===== config.mk =====
export PLATFORM = sky130hd
export DESIGN_NAME = timebase_gen
export DESIGN_NICKNAME = d
export VERILOG_FILES = /design/src/rtl/timebase_pkg.sv /design/src/rtl/tb_div_stage.sv /design/src/rtl/timebase_gen.sv
export SDC_FILE = /design/constraint.sdc
export NUM_CORES = 1
export LEC_CHECK = 0
export BUFFER_PORTS_ARGS = -buffer_cell sky130_fd_sc_hd__buf_2
export CAP_MARGIN = 20
export CORE_MARGIN = 10
export CORE_UTILIZATION = 45
export DETAILED_ROUTE_END_ITERATION = 16
export SETUP_SLACK_MARGIN = 0.15
export SKIP_CTS_REPAIR_TIMING = 1
export SLEW_MARGIN = 10
export SYNTH_ARGS = -nofsm -noshare
export SYNTH_HDL_FRONTEND = slang
export SYNTH_HIERARCHICAL = 1
export SYNTH_SLANG_ARGS = --single-unit
export TNS_END_PERCENT = 30

===== constraint.sdc =====
create_clock -name clk -period 11.6 [get_ports clk]
set_input_delay 0.58 -clock clk [delete_from_list [all_inputs] [get_ports clk]]
set_output_delay 0.58 -clock clk [all_outputs]
set_load 0.1 [all_outputs]

===== src/rtl/timebase_pkg.sv =====
`default_nettype none
// ============================================================================
// Module      : timebase_pkg
// Description : Shared constants, timer state type and width helper for the
//               timebase generator.
// Revision    : 1.0 - initial release
// ============================================================================
package timebase_pkg;

    // Common configuration points: 50 MHz clock to 1 us, decimal decades.
    localparam int PRE_DIV_50MHZ_1US = 50;
    localparam int DIV_DECIMAL_1000  = 1000;

    // Countdown timer states.
    typedef enum logic [0:0] {
        IDLE = 1'b0,
        RUN  = 1'b1
    } tmr_state_t;

    // Bits needed to hold 0..value-1; never less than one bit.
    function automatic int tb_clog2(input int value);
        int r;
        r = 0;
        for (int i = 0; i < 31; i++) begin
            if ((1 << i) < value) begin
                r = i + 1;
            end
        end
        if (r < 1) begin
            r = 1;
        end
        return r;
    endfunction

endpackage
`default_nettype wire


===== src/rtl/tb_div_stage.sv =====
`default_nettype none
// ============================================================================
// Module      : tb_div_stage
// Description : Modulo-DIV counter. Advances on in_tick and emits out_tick on
//               the input tick that wraps it back to zero. clr zeroes the
//               count and suppresses the output tick in the same cycle.
// Revision    : 1.0 - initial release
// ============================================================================
module tb_div_stage
    import timebase_pkg::*;
#(
    parameter int DIV = DIV_DECIMAL_1000
) (
    input  logic clk,
    input  logic rst,
    input  logic clr,
    input  logic in_tick,
    output logic out_tick
);

    localparam int             c_W    = tb_clog2(DIV);
    localparam logic [c_W-1:0] c_LAST = c_W'(DIV - 1);
    localparam logic [c_W-1:0] c_ONE  = c_W'(1);

    logic [c_W-1:0] r_cnt;
    logic           w_wrap;

    assign w_wrap   = in_tick & ~clr & (r_cnt == c_LAST);
    assign out_tick = w_wrap;

    // Count input ticks modulo DIV; clear wins over counting.
    always_ff @(posedge clk or posedge rst) begin
        if (rst) begin
            r_cnt <= '0;
        end else if (clr || w_wrap) begin
            r_cnt <= '0;
        end else if (in_tick) begin
            r_cnt <= r_cnt + c_ONE;
        end
    end

endmodule
`default_nettype wire


===== src/rtl/timebase_gen.sv =====
`default_nettype none
// ============================================================================
// Module      : timebase_gen
// Description : Prescaler plus cascaded divider stages producing single-cycle
//               ticks, and one programmable one-shot/periodic countdown timer
//               decremented by a selectable tick level.
//               Build option: TIMEBASE_TICK_REG_EN registers the tick outputs
//               (one extra cycle of latency on every level and on the timer).
// Revision    : 1.0 - initial release
// ============================================================================
module timebase_gen
    import timebase_pkg::*;
#(
    parameter int PRE_DIV    = PRE_DIV_50MHZ_1US,
    parameter int NUM_STAGES = 2,
    parameter int STAGE_DIV  = DIV_DECIMAL_1000,
    parameter int TMR_W      = 16
) (
    input  logic                            clk,
    input  logic                            rst,
    input  logic                            en,
    input  logic                            clr,
    output logic [NUM_STAGES:0]             tick,
    input  logic [$clog2(NUM_STAGES+1)-1:0] tmr_sel,
    input  logic [TMR_W-1:0]                tmr_load,
    input  logic                            tmr_periodic,
    input  logic                            tmr_start,
    input  logic                            tmr_stop,
    output logic                            tmr_busy,
    output logic                            tmr_done,
    output logic [TMR_W-1:0]                tmr_cnt
);

    localparam int               c_SEL_W   = $clog2(NUM_STAGES + 1);
    localparam int               c_PAD_N   = 1 << c_SEL_W;
    localparam logic [TMR_W-1:0] c_CNT_ONE = TMR_W'(1);

    logic [NUM_STAGES:0] w_tick_raw;

    // Level 0 is the prescaler fed by en; level k is fed by level k-1.
    for (genvar k = 0; k <= NUM_STAGES; k++) begin : g_stage
        logic w_in;
        logic w_out;
        if (k == 0) begin : g_first
            assign w_in = en;
        end else begin : g_next
            assign w_in = g_stage[k-1].w_out;
        end
        tb_div_stage #(
            .DIV (k == 0 ? PRE_DIV : STAGE_DIV)
        ) u_div (
            .clk      (clk),
            .rst      (rst),
            .clr      (clr),
            .in_tick  (w_in),
            .out_tick (w_out)
        );
        assign w_tick_raw[k] = w_out;
    end

`ifdef TIMEBASE_TICK_REG_EN
    logic [NUM_STAGES:0] r_tick;

    // Retime all tick levels together so coincident ticks stay aligned.
    always_ff @(posedge clk or posedge rst) begin
        if (rst) begin
            r_tick <= '0;
        end else begin
            r_tick <= w_tick_raw;
        end
    end

    assign tick = r_tick;
`else
    assign tick = w_tick_raw;
`endif

    // ------------------------------------------------------------------------
    // Countdown timer
    // ------------------------------------------------------------------------
    logic [c_PAD_N-1:0] w_tick_pad;
    logic               w_tt;
    tmr_state_t         r_state, w_state_nxt;
    logic [TMR_W-1:0]   r_cnt, w_cnt_nxt;
    logic [TMR_W-1:0]   r_reload, w_reload_nxt;
    logic               r_periodic, w_periodic_nxt;
    logic               r_done, w_done_nxt;

    // Zero-pad the tick vector so selector values above NUM_STAGES read 0.
    always_comb begin
        w_tick_pad               = '0;
        w_tick_pad[NUM_STAGES:0] = tick;
    end

    assign w_tt = w_tick_pad[tmr_sel];

    // Timer registers: state, remaining count, reload value, mode, done pulse.
    always_ff @(posedge clk or posedge rst) begin
        if (rst) begin
            r_state    <= IDLE;
            r_cnt      <= '0;
            r_reload   <= '0;
            r_periodic <= 1'b0;
            r_done     <= 1'b0;
        end else begin
            r_state    <= w_state_nxt;
            r_cnt      <= w_cnt_nxt;
            r_reload   <= w_reload_nxt;
            r_periodic <= w_periodic_nxt;
            r_done     <= w_done_nxt;
        end
    end

    // Next-state: stop beats start, start beats expiry/decrement.
    always_comb begin
        w_state_nxt    = r_state;
        w_cnt_nxt      = r_cnt;
        w_reload_nxt   = r_reload;
        w_periodic_nxt = r_periodic;
        w_done_nxt     = 1'b0;
        if (tmr_stop) begin
            w_state_nxt = IDLE;
            w_cnt_nxt   = '0;
        end else if (tmr_start) begin
            w_reload_nxt   = tmr_load;
            w_periodic_nxt = tmr_periodic;
            if (tmr_load == '0) begin
                // A zero load expires immediately without entering RUN.
                w_state_nxt = IDLE;
                w_cnt_nxt   = '0;
                w_done_nxt  = 1'b1;
            end else begin
                w_state_nxt = RUN;
                w_cnt_nxt   = tmr_load;
            end
        end else if (r_state == RUN && w_tt) begin
            if (r_cnt == c_CNT_ONE) begin
                w_done_nxt = 1'b1;
                if (r_periodic) begin
                    w_cnt_nxt = r_reload;
                end else begin
                    w_cnt_nxt   = '0;
                    w_state_nxt = IDLE;
                end
            end else begin
                w_cnt_nxt = r_cnt - c_CNT_ONE;
            end
        end
    end

    assign tmr_busy = (r_state == RUN);
    assign tmr_done = r_done;
    assign tmr_cnt  = r_cnt;

endmodule
`default_nettype wire


==> results of run 1 <==
path summary, 6_finish.rpt:
path                            cells past startpoint  slack [ns]                 startpoint                        end
worst max-delay path                               13        6.91  g_stage[0].u_div/r_cnt[1]                 tmr_cnt[8]
worst min-delay path                                2        0.20                        rst  g_stage[0].u_div/r_cnt[2]
worst max register to register                     13        6.91  g_stage[0].u_div/r_cnt[1]                 tmr_cnt[8]
worst min register to register                      1        0.51               r_reload[13]               r_reload[13]
max in group asynchronous                           3       10.86                        rst                 tmr_cnt[2]
min in group clk                                    2        0.46               tmr_periodic                 r_periodic
routing by layer:
metal  share of wire  track usage
met5               0            0
met4           0.015      0.05688
met3           0.052      0.03250
met2            0.46       0.2521
met1            0.48       0.2307
cells in the mapped netlist, types with 7 or more instances:
master | instances | area share
dfrtp_1 | 61 | 0.42
mux2_2 | 17 | 0.052
nand4_1 | 7 | 0.012
o21ai_0 | 12 | 0.016
xnor2_1 | 9 | 0.021
inv_1 | 15 | 0.015
clkbuf_1 | 7 | 0.0072
nand3_1 | 12 | 0.016
nand2_1 | 29 | 0.030
nor3_1 | 11 | 0.015
a21oi_1 | 19 | 0.026
a31oi_1 | 8 | 0.014
nor2_1 | 30 | 0.031
xor2_1 | 11 | 0.026
through the flow:
stage          cells  setup WS (ns)
2_1_floorplan    367          7.830
3_3_place_gp     498          6.857
6_report         513          6.912
3_5_place_dp     498          6.644
4_1_cts          513          6.927
5_1_grt          513          6.578
worst max-delay path: cells and delay by family, from the launching register on:
family	cells	cell delay, ns
and+or+nand+nor	7	2.69
buffers and inverters	1	0.07
DFF	1	0.41
adders and majority gates	1	0.14
AOI/OAI and AO/OA	3	1.07
muxes	1	0.16
sequential cells by signal, summed over array words and instances (netlist names):
register	cells
g_stage.u_div/r_cnt	26
r_periodic	1
r_reload	16
tmr_busy	1
tmr_cnt	16
tmr_done	1
power breakdown:
group | leakage (nW) | switching (mW) | internal, mW
registers | 0.797 | 0.0162 | 0.227
clock network | 0.0833 | 0.0812 | 0.0817
logic | 0.891 | 0.0739 | 0.0353
cell type report:
cell class	instances	area, um2
Inverter	15	56.30
Sequential cell	61	1526
Multi-Input combinational cell	274	1983
Clock buffer	13	148.9
Timing Repair Buffer	46	232.7
Tap cell	102	127.6
Clock inverter	2	10.01
Fill cell	762	3762
cells by family after synthesis:
| group | after synthesis | share of synthesized area |
|---|---|---|
| AND/OR/NAND/NOR | 142 | 0.2292 |
| flip-flops | 61 | 0.4161 |
| buffers and inverters | 32 | 0.04502 |
| adder cells (fa/ha/maj) | 6 | 0.02046 |
| multiplexers | 21 | 0.06310 |
| AO/OA/AOI/OAI | 85 | 0.1784 |
| XOR/XNOR | 20 | 0.04775 |
==> reports/summary.txt, run 1 <==
number of hold violations in the final report -> 0
CP Launch Type -> register
EDFF count, synth -> 0
CTS tree -> done
post-route ant nets -> 0
vias in the first global route -> 3,048
via count -> 3,061
Top FF cell, synth -> dfrtp_1
max-cap viol count -> 0
Setup TNS Final -> 0 ns
number of synthesized register bits -> 61
global-route wire length before repair -> 16.04 mm
RSZ-0062 raised after global routing -> false
Row Count -> 32
peak supply drop -> 0.07993 mV
Remaining Overflow, GRT -> 0
cell mode on critical path -> nand4_2
Worst slew margin -> 0.2856
DP HPWL -> 6.944 mm
clk_lat worst skew -> 0.35 ns
Mapped Nets -> 398
layout cells sized above 1 -> 0.2506
Avg Inst Size Synth -> 9.996 um2
clock sinks -> 61
Util after Layout -> 0.5206
worst endpoint required time -> 11.80 ns
worst-path maximum fanout -> 8
area grow syn2layout -> 11.36%
Seq/Total Area, Yosys -> 0.4161
outcome -> completed
largest net degree at the start of global routing -> 36
Die Width -> 110.3 um
Setup Viol. Count Final -> 0
design area -> 4085 um2
Final Wtd Congestion -> 0.8582
CP peak stage delay -> 0.94 ns
Synth async-reset ratio -> 1.000
clock slew at reported path FFs -> 0.06 ns
Slowest cell on crit path -> nor4_2
PD cells -> 126.1 nW/um2
Crit Path Category -> reg -> reg
Synth Instances -> 367
CTS Buf Count -> 9
fin. max-slew vios -> 0
root buf cell -> clkbuf_8
Hold Path Class -> in -> async
Setup Skew -> 0.01045 ns
Max Root-Sink Buffers -> 2
H-tree Lvls -> 3
initial antenna violation count -> 0
most frequent cells in the layout -> dfrtp_1, buf_2, nor2_1, nand2_1, a21oi_1
Initial Util -> 0.4675
die area -> 12,160 um2
Avg WL per Cell -> 18.81 um
post-synthesis cell type count -> 66
Syn. warnings -> 6
Total Power -> 0.5152 mW
First-pass DRT Iterations -> 4
Nets -> 438
antenna cells -> 0
port buffer count -> 45
post-placement cell area -> 3926 um2
commonest non-fill, non-tap cell in the layout -> dfrtp_1
Critical Path End Type -> register
GRT Resource Usage Total -> 0.1661
CP Data Arrival Time -> 4.89 ns
synthesized area -> 3669 um2
Routed WL -> 9.652 mm
die height -> 110.3 um
worst path cell trace -> inv_1, ha_1, and4bb_4, and3_2, nand4_2, nor4_2, nand4_2, nor4_1, mux2i_1, o21ai_1, nor3_4, a221oi_1, a221oi_2
# IOs -> 46
Residual DRC -> 0
Vias/cell -> 5.967
hold slack -> 0.2021 ns
Worst-Margin Slew -> 1.070 ns
Static Leak -> 1.771 nW
fin crit share -> 0.4041
crit path time final -> 4.688 ns
f_max -> 213.3 MHz
core box area -> 7848 um2
initial drt markers -> 170
(Power assumes the default switching activity.)
==> run 2: changes to the inputs <==
--- a/config.mk
+++ b/config.mk
@@ -10,6 +10,7 @@
 export CORE_MARGIN = 10
 export CORE_UTILIZATION = 45
 export DETAILED_ROUTE_END_ITERATION = 16
+export PLACE_DENSITY = 0.67
 export SETUP_SLACK_MARGIN = 0.15
 export SKIP_CTS_REPAIR_TIMING = 1
 export SLEW_MARGIN = 10
==> constraint.sdc (replaced) <==
create_clock -name clk -period 4 [get_ports clk]
set_input_delay 0.2 -clock clk [delete_from_list [all_inputs] [get_ports clk]]
set_output_delay 0.2 -clock clk [all_outputs]
set_load 0.1 [all_outputs]
==> run 2 against run 1 <==
  * Maximum frequency grew 35%
  * Sequential power grew to 2.9 times the previous value
  * Routed wire length shrank 2.2%
  * Combinational power grew to 2.9 times the previous value
  * Count of clock-buffer cells in the layout shrank 2
  * Critical path depth is the same
  * Register-to-register slack lost 6.4 ns
  * First-iteration DRC count grew 65%
  * Clock skew shrank 0.00092 ns
  * Global-route usage shrank 0.84 points
  * Hold slack lost 0.11 ns
  * Clock power grew to 3.3 times the previous value
  * Largest cell class unchanged
  * Highest routed layer unchanged
==> reports/summary.txt, run 2 (synthesis gave the netlist of run 1 again) <==
most frequent cells in the layout -> dfrtp_1, buf_2, nor2_1, nand2_1, a21oi_1
Crit Path Category -> reg -> reg
clk_lat worst skew -> 0.35 ns (about the same)
layout cells sized above 1 -> 0.2686 (+0.01798)
CP Launch Type -> register
vias in the first global route -> 3,020 (-0.92%)
Worst slew margin -> 0.3347 (+0.04903)
Final Wtd Congestion -> 0.9244 (+7.7%)
global-route wire length before repair -> 15.26 mm (-4.9%)
core box area -> 7848 um2 (unchanged)
post-placement cell area -> 3971 um2 (+1.1%)
Setup Skew -> 0.009523 ns (-0.0009248 ns)
Worst R2R End -> tmr_cnt[11]
Critical Path End Type -> register
Residual DRC -> 0 (unchanged)
Setup Viol. Count Final -> 0 (unchanged)
post-route ant nets -> 0 (unchanged)
GRT Resource Usage Total -> 0.1577 (-0.008418)
final worst-path setup slack -> 0.5289 ns (-6.383 ns)
f_max -> 288.1 MHz (+35%)
peak supply drop -> 0.2595 mV (+220%)
Avg WL per Cell -> 18.19 um (-3.3%)
CTS tree -> done
Setup TNS Final -> 0 ns (unchanged)
antenna cells -> 0 (unchanged)
number of hold violations in the final report -> 0 (unchanged)
Worst-Margin Slew -> 0.9969 ns (-0.07347 ns)
Hold Path Stages -> 2
worst-path maximum fanout -> 12 (+4)
die area -> 12,160 um2 (unchanged)
CTS Buf Count -> 9 (unchanged)
largest register by flop count -> g_stage.u_div/r_cnt
worst endpoint required time -> 4.24 ns (-7.56 ns)
r2r setup slk -> 0.53 ns (-6.38 ns)
DP HPWL -> 6.710 mm (-3.4%)
via count -> 3,099 (+1.2%)
PD cells -> 373.5 nW/um2 (+200%)
fin. max-slew vios -> 0 (unchanged)
root buf cell -> clkbuf_8
register area -> 1526 um2 (unchanged)
reg2reg start -> g_stage[0].u_div/r_cnt[1]
Routed WL -> 9.439 mm (-2.2%)
hold path start -> tmr_periodic
outcome -> completed
Total Power -> 1.568 mW (+200%)
port buffer count -> 45 (unchanged)
Vias/cell -> 5.971 (about the same)
Cells after DPL -> 502 (+0.80%)
fillers -> 724 (-5.0%)
Worst Setup Slack post-DPL -> 0.2544 ns (-6.390 ns)
Static Leak -> 1.833 nW (+3.5%)
Row Count -> 32 (unchanged)
Nets -> 443 (+1.1%)
Initial Util -> 0.4675 (unchanged)
fin crit share -> 0.8678 (+0.4637)
area grow syn2layout -> 14.43%
initial antenna violation count -> 0 (unchanged)
max-cap viol count -> 0 (unchanged)
Max Root-Sink Buffers -> 2 (unchanged)
initial drt markers -> 281 (+65%)
First-pass DRT Iterations -> 5 (+1)
number of flip-flops under the largest register name -> 26 (unchanged)
clock sinks -> 61 (unchanged)
CP Data Arrival Time -> 3.72 ns (-1.17 ns)
multi-input combinational cell area -> 2008 um2 (+1.3%)
Remaining Overflow, GRT -> 0 (unchanged)
clock slew at reported path FFs -> 0.07 ns (about the same)
design area -> 4198 um2 (+2.8%)
H-tree Lvls -> 3 (unchanged)
commonest non-fill, non-tap cell in the layout -> dfrtp_1
Hold Path Sink -> r_periodic
RSZ-0062 raised after global routing -> false
Hold Path Class -> in -> reg
# IOs -> 46 (unchanged)
die height -> 110.3 um (unchanged)
R2R cell count -> 13 (unchanged)
Finished Layout Cells -> 519 (+1.2%)
crit path time final -> 3.471 ns (-1.217 ns)
largest net degree at the start of global routing -> 24 (-33%)
Die Width -> 110.3 um (unchanged)
run 2: worst max-delay path by stage:
| stage | from | endpoint | cells past startpoint |
|---|---|---|---|
| detailed placement | g_stage[0].u_div/r_cnt[1] | tmr_cnt[11] | 13 |
| global placement | g_stage[0].u_div/r_cnt[1] | tmr_cnt[11] | 13 |
| CTS | g_stage[0].u_div/r_cnt[1] | tmr_cnt[11] | 13 |
| finish | g_stage[0].u_div/r_cnt[1] | tmr_cnt[11] | 13 |
| global route | g_stage[0].u_div/r_cnt[1] | tmr_cnt[11] | 13 |
| floorplan | g_stage[0].u_div/r_cnt[1] | tmr_cnt[8] | 15 |
run 2: critical path, stage by stage, from the launching register on:
cell and delay (ns):
dfrtp_1 0.40, inv_1 0.07, ha_1 0.14, and4bb_4 0.25, and3_2 0.33, nand4_4 0.20, nor4_4 0.32, nand4_2 0.25
nor4_2 0.35, mux2i_1 0.14, o21a_2 0.33, nor2_1 0.15, o21ai_0 0.12, a2111oi_2 0.31
run 2: per-stage QoR:
step,util,hold slack [ns]
detailed placement,0.5061,0.1838
floorplan,-,-0.009041
global route,0.5349,0.09196
CTS,0.5305,-0.1856
global placement,0.5061,0.1781
finish,0.5349,0.08736
run 2: area by class of cell:
class                   instances  area share
well taps                     102     0.03040
inverters                      15     0.01341
flip-flops and latches         61      0.3636
multi-input cells             274      0.4784
clock buffers                  11     0.03368
repair buffers                 51     0.06855
clock inverters                 5     0.01192
run 2: power by group:
part	switching (mW)	internal (mW)
clock	0.245	0.300
sequential	0.0460	0.658
combinational	0.215	0.104
run 2: per-layer routing:
| layer | wire length (um) | track usage | part of all wire |
|---|---|---|---|
| met5 | 0 | 0 | 0 |
| met1 | 4115 | 0.2078 | 0.44 |
| met2 | 4409 | 0.2458 | 0.47 |
| met4 | 138 | 0.04587 | 0.015 |
| met3 | 774 | 0.04585 | 0.082 |
==> run 3: changes to the inputs <==
--- a/config.mk
+++ b/config.mk
@@ -5,12 +5,13 @@
 export SDC_FILE = /design/constraint.sdc
 export NUM_CORES = 1
 export LEC_CHECK = 0
+export ABC_AREA = 1
 export BUFFER_PORTS_ARGS = -buffer_cell sky130_fd_sc_hd__buf_2
 export CAP_MARGIN = 20
 export CORE_MARGIN = 10
 export CORE_UTILIZATION = 45
 export DETAILED_ROUTE_END_ITERATION = 16
-export PLACE_DENSITY = 0.67
+export PLACE_DENSITY = 0.66
 export SETUP_SLACK_MARGIN = 0.15
 export SKIP_CTS_REPAIR_TIMING = 1
 export SLEW_MARGIN = 10
==> run 3 against run 2 <==
  * Global-route usage rose by 0.76 points
  * Core utilization is 0.85 points lower
  * Register-to-register slack gained 0.12 ns
  * First-iteration DRC count rose by 7.1%
  * Sequential power up 0.9%
  * Critical path depth increased by 7
  * Flip-flop and latch count stayed put
==> reports/summary.txt, run 3 <==
Nets -> 670 (+51%)
core box area -> 8848 um2 (+13%)
GRT Resource Usage Total -> 0.1653 (+0.007577)
wire length on met1 -> 4.909 mm (+19%)
Mapped Nets -> 628 (+58%)
CP Launch Type -> register
largest register by flop count -> g_stage.u_div/r_cnt
clk_lat worst skew -> 0.36 ns (about the same)
H-tree Lvls -> 3 (unchanged)
crit path time final -> 3.347 ns (-0.1242 ns)
Max Root-Sink Buffers -> 2 (unchanged)
clock slew at reported path FFs -> 0.07 ns (about the same)
largest net degree at the start of global routing -> 36 (+50%)
vias in the first global route -> 3,886 (+29%)
Setup TNS Final -> 0 ns (unchanged)
Worst-Margin Slew -> 0.8137 ns (-0.1832 ns)
Synth Instances -> 597 (+63%)
Avg WL per Cell -> 13.93 um (-23%)
fin. max-slew vios -> 0 (unchanged)
EDFF count, synth -> 0 (unchanged)
met2 WL -> 4.890 mm (+11%)
RSZ-0062 raised after global routing -> false
port buffer count -> 45 (unchanged)
Area contributors post-synth -> dfrtp_1, nand2_1, inv_1, nand3_1, nor2_1
Crit Path Category -> reg -> reg
fillers -> 907 (+25%)
Worst Setup Slack post-DPL -> 0.6459 ns (+0.3915 ns)
Worst slew margin -> 0.4569 (+0.1222)
layout cells sized above 1 -> 0.1848 (-0.08380)
Highest Signal Layer -> met4
Die Width -> 116.0 um (+5.2%)
Util after Layout -> 0.5264 (-0.008475)
synthesized area -> 4148 um2 (+13%)
max-cap viol count -> 0 (unchanged)
worst endpoint required time -> 4.26 ns (+0.02 ns)
via count -> 3,859 (+25%)
Top FF cell, synth -> dfrtp_1
First-pass DRT Iterations -> 5 (unchanged)
number of synthesized register bits -> 61 (unchanged)
fin crit share -> 0.8367 (-0.03104)
most frequent cells in the layout -> nand2_1, inv_1, dfrtp_1, nor2_1, nand3_1
clock sinks -> 61 (unchanged)
die area -> 13,460 um2 (+11%)
Vias/cell -> 5.132 (-14%)
post-route ant nets -> 0 (unchanged)
area grow syn2layout -> 12.31%
Avg Inst Size Synth -> 6.948 um2 (-30%)
Initial Util -> 0.4688 (+0.001276)
commonest non-fill, non-tap cell in the layout -> nand2_1
Hold Path Class -> in -> reg
CTS Buf Count -> 9 (unchanged)
PD cells -> 397.4 nW/um2 (+6.4%)
global-route wire length before repair -> 17.96 mm (+18%)
Seq/Total Area, Yosys -> 0.3680 (-0.04807)
Setup Viol. Count Final -> 0 (unchanged)
antenna cells -> 0 (unchanged)
Critical Path End Type -> register
most instantiated cells after synthesis -> nand2_1, inv_1, dfrtp_1
Remaining Overflow, GRT -> 0 (unchanged)
final worst-path setup slack -> 0.6531 ns (+0.1242 ns)
Final Wtd Congestion -> 0.8251 (-11%)
hold slack -> 0.07669 ns (-0.01067 ns)
CP Data Arrival Time -> 3.61 ns (-0.11 ns)
met3 WL post-DR -> 531 um (-31%)
Static Leak -> 2.417 nW (+32%)
number of hold violations in the final report -> 0 (unchanged)
Syn. warnings -> 6 (unchanged)
count leader, synth -> nand2_1
peak supply drop -> 0.1949 mV (-25%)
Synth async-reset ratio -> 1.000 (unchanged)
die height -> 116.0 um (+5.2%)
top-area cell type share of the netlist area -> 0.3680 (-0.04807)
# IOs -> 46 (unchanged)
Total Power -> 1.851 mW (+18%)
CTS tree -> done
number of flip-flops under the largest register name -> 26 (unchanged)
DP HPWL -> 8.023 mm (+20%)
post-synthesis cell type count -> 27 (-59%)
Setup Skew -> 0.01435 ns (+0.004831 ns)
Row Count -> 34 (+6.3%)
Routed WL -> 10.48 mm (+11%)
f_max -> 298.8 MHz (+3.7%)
Residual DRC -> 0 (unchanged)
initial antenna violation count -> 0 (unchanged)
outcome -> completed
initial drt markers -> 301 (+7.1%)
worst-path maximum fanout -> 16 (+4)
area leader, netlist -> dfrtp_1
root buf cell -> clkbuf_8
run 3: cell types whose count changed after synthesis, moves of 9 or more:
cell     before  now
nand2_1      29  204
inv_1        15   76
nand3_1      12   54
nor2_1       30   56
mux2_2       17    0
a21oi_1      19    4
o21ai_0      12   25
nor2_2        1   13
nand4_1       7   18
nor3_1       11    0
nand2_2       0   10
nand3_2       3   13
nor2_4        0    9
run 3: cell families (layout without fill, tap and decap cells):
kind of cell | after synthesis | in the layout | share of synthesized area
buffers and inverters | 98 | 145 | 0.1032
and+or+nand+nor | 386 | 386 | 0.4413
adders and majority gates | 6 | 6 | 0.01810
AOI/OAI and AO/OA | 34 | 34 | 0.04404
xor gates and xnor gates | 12 | 12 | 0.02534
DFF | 61 | 61 | 0.3680
run 3: final cells by class:
| cell class | instances | area, um2 | share of cell area |
|---|---|---|---|
| Multi-Input combinational cell | 438 | 2200 | 0.4722 |
| Clock inverter | 6 | 111.4 | 0.02391 |
| Tap cell | 108 | 135.1 | 0.02901 |
| Clock buffer | 10 | 127.6 | 0.02740 |
| Inverter | 80 | 300.3 | 0.06446 |
| Sequential cell | 61 | 1526 | 0.3277 |
| Timing Repair Buffer | 49 | 257.7 | 0.05533 |
run 3: worst paths after layout:
check | start | endpoint | slack, ns | cells after the start
max | g_stage[0].u_div/r_cnt[1] | tmr_cnt[4] | 0.65 | 20
min | tmr_periodic | r_periodic | 0.08 | 3
max reg2reg | g_stage[0].u_div/r_cnt[1] | tmr_cnt[4] | 0.65 | 20
min reg2reg | r_reload[7] | r_reload[7] | 0.49 | 2
max in group asynchronous | rst | tmr_done | 3.12 | 4
min in group asynchronous | rst | g_stage[0].u_div/r_cnt[3] | 0.36 | 3
run 3: metal layers:
| layer | vias up | global-route usage |
|---|---|---|
| li1 | 1945 | - |
| met2 | 77 | 0.2673 |
| met4 | 0 | 0.05588 |
| met3 | 17 | 0.04858 |
| met1 | 1820 | 0.2065 |
| met5 | - | 0 |
run 3: power breakdown:
group	switching (mW)	internal [mW]
Combinational	0.355	0.116
Sequential	0.0523	0.658
Clock	0.257	0.414
run 3: per-stage QoR:
step | area [um2] | std cells
after floorplan | 4148 | 597
after global placement | 4409 | 735
after detailed placement | 4409 | 735
after CTS | 4648 | 751
after global routing | 4658 | 752
final | 4658 | 752
run 3: critical path, cell delays in order, from the launching register on:
cell     delay (ns)
dfrtp_1        0.42
inv_1          0.07
ha_1           0.14
nand2_2        0.05
nor2_2         0.07
nand3_1        0.10
inv_1          0.07
buf_4          0.18
nand4_1        0.13
nor4_2         0.22
buf_4          0.22
nand4_1        0.11
nor4_1         0.34
nand2_1        0.09
nand2_1        0.08
nand3_2        0.10
nand2_1        0.13
inv_2          0.15
nor2_4         0.34
nand3_1        0.12
o21ai_0        0.10
